[src/rtl/mem_port_arbiter.sv]
// Two-port arbiter for the shared instruction/data memory (CPU = port 0, loader = port 1).
// Optional macro ARB_ROUND_ROBIN_EN: rotating priority on simultaneous requests; default is fixed loader-first.
//
// state  | meaning
// IDLE   | no transaction; pick a winner when any req is high
// ACCESS | memory driven with the latched request for MEM_LAT cycles
// DONE   | one-cycle ack to the owner; memory strobes low
module mem_port_arbiter #(
  parameter int ADDR_W  = 13,
  parameter int DATA_W  = 8,
  parameter int MEM_LAT = 2
) (
  input  logic              clk,
  input  logic              rst,
  input  logic              req0,
  input  logic              we0,
  input  logic [ADDR_W-1:0] addr0,
  input  logic [DATA_W-1:0] wdata0,
  output logic              gnt0,
  output logic              ack0,
  input  logic              req1,
  input  logic              we1,
  input  logic [ADDR_W-1:0] addr1,
  input  logic [DATA_W-1:0] wdata1,
  output logic              gnt1,
  output logic              ack1,
  output logic [DATA_W-1:0] rdata,
  output logic              mem_re,
  output logic              mem_we,
  output logic [ADDR_W-1:0] mem_addr,
  output logic [DATA_W-1:0] mem_wdata,
  input  logic [DATA_W-1:0] mem_rdata,
  output logic              busy
);

  localparam int CNT_W = (MEM_LAT > 1) ? $clog2(MEM_LAT) : 1;

  localparam logic [1:0] S_IDLE   = 2'd0;
  localparam logic [1:0] S_ACCESS = 2'd1;
  localparam logic [1:0] S_DONE   = 2'd2;

  logic [1:0]        state;
  logic [CNT_W-1:0]  cnt;
  logic [ADDR_W-1:0] addr_q;
  logic [DATA_W-1:0] wdata_q;
  logic [DATA_W-1:0] rdata_q;
  logic              we_q;
  logic              owner_q;
  logic              any_req;
  logic              win;

  assign any_req = req0 | req1;

`ifdef ARB_ROUND_ROBIN_EN
  logic ptr;

  // ptr names the preferred port; it only matters when both ports ask at once
  always_comb begin
    win = req1;
    if (req0 && req1) win = ptr;
  end

  always_ff @(posedge clk or posedge rst) begin
    if (rst) begin
      ptr <= 1'b1;
    end else if (state == S_IDLE && any_req) begin
      ptr <= ~win;
    end
  end
`else
  assign win = req1;
`endif

  always_ff @(posedge clk or posedge rst) begin
    if (rst) begin
      state   <= S_IDLE;
      cnt     <= '0;
      addr_q  <= '0;
      wdata_q <= '0;
      rdata_q <= '0;
      we_q    <= 1'b0;
      owner_q <= 1'b0;
    end else begin
      case (state)
        S_IDLE: begin
          if (any_req) begin
            owner_q <= win;
            addr_q  <= win ? addr1 : addr0;
            wdata_q <= win ? wdata1 : wdata0;
            we_q    <= win ? we1 : we0;
            cnt     <= CNT_W'(MEM_LAT - 1);
            state   <= S_ACCESS;
          end
        end
        S_ACCESS: begin
          if (cnt == '0) begin
            if (!we_q) rdata_q <= mem_rdata;
            state <= S_DONE;
          end else begin
            cnt <= cnt - CNT_W'(1);
          end
        end
        S_DONE:  state <= S_IDLE;
        default: state <= S_IDLE;
      endcase
    end
  end

  assign busy      = (state != S_IDLE);
  assign gnt0      = busy & ~owner_q;
  assign gnt1      = busy & owner_q;
  assign ack0      = (state == S_DONE) & ~owner_q;
  assign ack1      = (state == S_DONE) & owner_q;
  assign mem_re    = (state == S_ACCESS) & ~we_q;
  assign mem_we    = (state == S_ACCESS) & we_q;
  assign mem_addr  = addr_q;
  assign mem_wdata = wdata_q;
  assign rdata     = rdata_q;

endmodule

[config.mk]
export PLATFORM = sky130hd
export DESIGN_NAME = mem_port_arbiter
export DESIGN_NICKNAME = d
export VERILOG_FILES = /design/src/rtl/mem_port_arbiter.sv
export SDC_FILE = /design/constraint.sdc
export NUM_CORES = 1
export LEC_CHECK = 0
export ABC_AREA = 1
export CAP_MARGIN = 30
export CORE_ASPECT_RATIO = 2
export CORE_MARGIN = 5
export CORE_UTILIZATION = 35
export DETAILED_ROUTE_END_ITERATION = 10
export GPL_TIMING_DRIVEN = 1
export HOLD_SLACK_MARGIN = 0.03
export PLACE_DENSITY = 0.84
export SYNTH_ARGS = -nofsm -noshare
export SYNTH_HDL_FRONTEND = slang
export SYNTH_SLANG_ARGS = --single-unit
[constraint.sdc]
create_clock -name clk -period 1.2 [get_ports clk]
set_input_delay 0.36 -clock clk [delete_from_list [all_inputs] [get_ports clk]]
set_output_delay 0.36 -clock clk [all_outputs]
set_load 0.1 [all_outputs]
* Yosys cells after proc, flatten, opt, wreduce, memory -nomap -nowiden *
Cells that the tools add are included.

storage, ports and cells
  register bits = 34
  bits of input ports = 56
  logic and storage cells = 38

operators by class
  add/subtract/negate cells = 1
  eq/ne operators = 4
  muxes and demuxes = 9
  bitwise gates (word level) = 10
  reductions and logical operators = 7

operator list
  operator             number
  $mux 13              1
  $mux 8               1
  $and 1x1->1          6
  $reduce_and 2->1     3
  $mux 2               2
  $ne 2x2->1 const B   2
  $pmux 2 s2           1
  $reduce_bool 2->1    2
  $mux 1               3
  $not 1->1            3
  $reduce_and 3->1     1
  $eq 2x1->1 const B   1
  $eq 2x2->1 const B   1
  $logic_not 2->1      1
  $pmux 1 s2           1
  $or 1x1->1           1
  $sub 1x1->1 const B  1

* Logic depth before layout (Yosys ltp) *
  depth after elaboration = 3
  mapped depth = 6
  depth with buffers taken out = 5

* Least setup slack after synthesis *
No wires, ideal clock.

  path kind = flip-flop to output port
  from = register state[1]
  to = output ack0
  data arrival time = 2556 ps
  setup slack = -1716 ps
  cell stages (with the launch flop) = 3
  cells stage by stage = dfrtp_1 > inv_2 > nor3_1

between the ends
  cells in the longest elaborated chain, start to end = 2

ends and longest elaborated chain
  what                    line  source
  start, declared         42    logic [1:0] state;
  start signal, assigned  76    state <= S_IDLE;
  start signal, assigned  92    state <= S_ACCESS;
  start signal, assigned  98    state <= S_DONE;
  $eq 2x2->1              112   assign ack0 = (state == S_DONE) & ~owner_q;
  $and 1x1->1             112
  end, declared           20    output logic ack0,

No other way between the ends.

* Final worst setup path *
  from = register state[0]
  to = output gnt1

between the ends
  cells in the longest elaborated chain, start to end = 2

ends and longest elaborated chain
  what               line  source
  $reduce_bool 2->1  109   assign busy = (state != S_IDLE);
  $and 1x1->1        111   assign gnt1 = busy & owner_q;
  end, declared      25    output logic gnt1,

No other way between the ends.

==> impl_metrics.json <==
{
  "cells_traversed_along_the_worst_timing_path": "buf_6, nor2_4, nor2_4, buf_12",
  "worst_slew_pin_slew_ps": 279,
  "syn_inst_count": 226,
  "total_die_area_um2": 6610,
  "worst_ep_required_time_ps": 840,
  "dpl.hpwl_um": 4230,
  "cp_most_frequent_cell": "sky130_fd_sc_hd__nor2_4",
  "slew_headroom_pct": 81.2,
  "synthDistinctLibCells": 20,
  "grt_pass1_wl_um": 8870,
  "timing.final.ws_setup_ps": -430,
  "cts-hold-fix-buffers": 0,
  "holdCritStartpoint": "cnt",
  "reg2reg_from": "state[0]",
  "synth_nets": 282,
  "timing.final.crit_share_pct": 136,
  "buffer_ports.inserted": 91,
  "cp_slowest_cell": "sky130_fd_sc_hd__dfrtp_2",
  "synth-warning-count": 0,
  "timing.hold.worst.class": "reg2reg",
  "finish.net_count": 416,
  "antenna_found_initial": 1,
  "utilization_pct": 77.1,
  "max-cap-violations": 0,
  "clock_latency_ps": 280,
  "synthToLayoutAreaGrowth_pct": 114,
  "floorplan.initialDensity_pct": 36.0,
  "crit_path_end_kind": "primary output",
  "dpl_cell_area_um2": 3220,
  "clock_tree.htree_level_count": 2,
  "core_region_area_um2": 4860,
  "arrival_ps": 1270,
  "violated_checks": "setup timing",
  "worst_clock_skew_ps": 5.82,
  "via_count_of_the_first_global_routing_pass": 1934,
  "cts_sinks": 34,
  "synth-seq-area-share_pct": 48.5,
  "final_cell_count_no_fill": 419,
  "timing.final.max_slew_violations": 0,
  "chipWidth_um": 60.0,
  "globalRoute.totalOverflow": 0,
  "final_setup_violation_count": 69,
  "num_rows": 36,
  "status": "complete, but fails checks",
  "drt_drc_violations_left": 0,
  "cts_buffer_depth": 2,
  "cts.clk_slew.worst_paths_ps": 70,
  "boundaryPins": 92,
  "total_grt_usage_pct": 18.0,
  "drt-wirelength-per-cell_um": 14.3,
  "cts_made_buffers": 5,
  "cp-start-kind": "flip-flop",
  "dp.cells": 378,
  "tritoncts_clock_tree": "built",
  "setup.worst_path.start": "state[0]",
  "fmax_ghz": 0.613,
  "synth_area_per_cell_um2": 7.76,
  "vias": 1968,
  "routabilityCongestion": 0.719,
  "dieHeight_um": 110,
  "drive_gt1_share_pct": 49.0,
  "routed_via_density": 4.70,
  "grt_start_max_net_pins": 38,
  "rsz_0062_raised_after_global_routing": "yes",
  "ys_ff_latch": 34,
  "mappedNetlistArea_um2": 1750,
  "hold_violations": 0,
  "dr.first_iter.drc_count": 35,
  "place_worst_setup_slack_ps": -448,
  "layout.cell_area.non_filler_um2": 3750,
  "critPathMaxFanout": 3,
  "clock-root-buffer": "sky130_fd_sc_hd__clkbuf_8",
  "min_period_ps": 1630,
  "dr.pass1.iters": 4,
  "routed_wl_um": 6000,
  "route.antenna.remaining_nets": 0,
  "worst_path_largest_cell_delay_ps": 440,
  "critPathKind": "reg2out"
}
repair_timing:
action,4_1_cts,5_1_grt
pin swaps,18,27
buffers inserted,10,23
gates cloned,4,0
resized for setup,22,44
endpoints found under the setup margin,68,68
flip-flops by register name, indices dropped and copies added, names as in the netlist:
signal     cells
mem_addr      13
we_q           1
cnt            1
mem_wdata      8
rdata          8
owner_q        1
state          2
layer usage:
metal	global-route usage [%]	share of wire [%]	vias up
met5	0	0	-
met4	7.45	3.4	0
li1	-	-	961
met2	34.9	60	70
met1	16.8	31	924
met3	4.55	5.7	13
synthesized netlist by cell type:
| cell | n | area share [%] |
|---|---|---|
| sky130_fd_sc_hd__buf_2 | 2 | 0.57 |
| sky130_fd_sc_hd__buf_4 | 1 | 0.43 |
| sky130_fd_sc_hd__buf_6 | 4 | 2.6 |
| sky130_fd_sc_hd__buf_8 | 2 | 1.7 |
| sky130_fd_sc_hd__clkbuf_1 | 2 | 0.43 |
| sky130_fd_sc_hd__clkinv_1 | 1 | 0.21 |
| sky130_fd_sc_hd__dfrtp_1 | 34 | 49 |
| sky130_fd_sc_hd__inv_1 | 25 | 5.4 |
| sky130_fd_sc_hd__inv_2 | 3 | 0.64 |
| sky130_fd_sc_hd__nand2_1 | 105 | 22 |
| sky130_fd_sc_hd__nand2_4 | 1 | 0.64 |
| sky130_fd_sc_hd__nand3_2 | 1 | 0.57 |
| sky130_fd_sc_hd__nand4_1 | 8 | 2.9 |
| sky130_fd_sc_hd__nor2_1 | 5 | 1.1 |
| sky130_fd_sc_hd__nor2_4 | 3 | 1.9 |
| sky130_fd_sc_hd__nor2_8 | 1 | 1.1 |
| sky130_fd_sc_hd__nor3_1 | 2 | 0.57 |
| sky130_fd_sc_hd__o21ai_0 | 24 | 6.9 |
| sky130_fd_sc_hd__o21ai_2 | 1 | 0.50 |
| sky130_fd_sc_hd__o21ai_4 | 1 | 0.93 |
final cells by class:
cell class	instances	area, um^2
Inverter	29	116
Tap cell	57	71.3
Sequential cell	34	891
Fill cell	293	1110
Multi-Input combinational cell	154	876
Timing Repair Buffer	136	1700
Antenna cell	1	2.50
Clock inverter	2	12.5
Clock buffer	6	82.6
worst max-delay path, delay by kind of cell (launching register included):
kind | cells | cell delay, ps
AND/OR/NAND/NOR | 2 | 250
buffers and inverters | 2 | 290
flip-flops | 1 | 440
layout by cell type, fill, tap and decap left out, types with 3 or more instances in the layout:
cell type / netlist / routed
sky130_fd_sc_hd__clkbuf_8: 0 / 6
sky130_fd_sc_hd__buf_12: 0 / 39
sky130_fd_sc_hd__dfrtp_2: 0 / 32
sky130_fd_sc_hd__nand4_1: 8 / 8
sky130_fd_sc_hd__inv_1: 25 / 24
sky130_fd_sc_hd__o21ai_0: 24 / 23
sky130_fd_sc_hd__buf_6: 4 / 15
sky130_fd_sc_hd__nand2_2: 0 / 34
sky130_fd_sc_hd__clkdlybuf4s50_1: 0 / 53
sky130_fd_sc_hd__buf_4: 1 / 27
sky130_fd_sc_hd__nor2_4: 3 / 9
sky130_fd_sc_hd__nand2_4: 1 / 3
sky130_fd_sc_hd__nand2_1: 105 / 69
cell families (layout without fill, tap and decap cells):
family	after synthesis	in the layout	synth area share (%)
buffers and inverters	40	173	11.9
AND/OR/NAND/NOR	126	128	31.3
flip-flops	34	34	48.5
other	0	1	0
AO/OA/AOI/OAI	26	26	8.28
stage by stage:
step	TNS (ps)	hold slack, ps
final	-10120	422
after global routing	-13350	435
after CTS	-5470	420
after detailed placement	-10650	411
after global placement	-9310	411
after floorplan	-3850	398
final timing paths:
check / cells past startpoint / slack, ps / end
setup / recovery: 4 / -430 / gnt1
hold / removal: 1 / 420 / state[1]
setup reg to reg: 8 / -260 / mem_addr[1]
hold reg to reg: 1 / 420 / state[1]
max in group asynchronous: 3 / 550 / mem_addr[9]
min in group asynchronous: 3 / 430 / owner_q
Power is not shown: default switching activity piles up to over one toggle a cycle in this logic, so the estimate is an artifact.
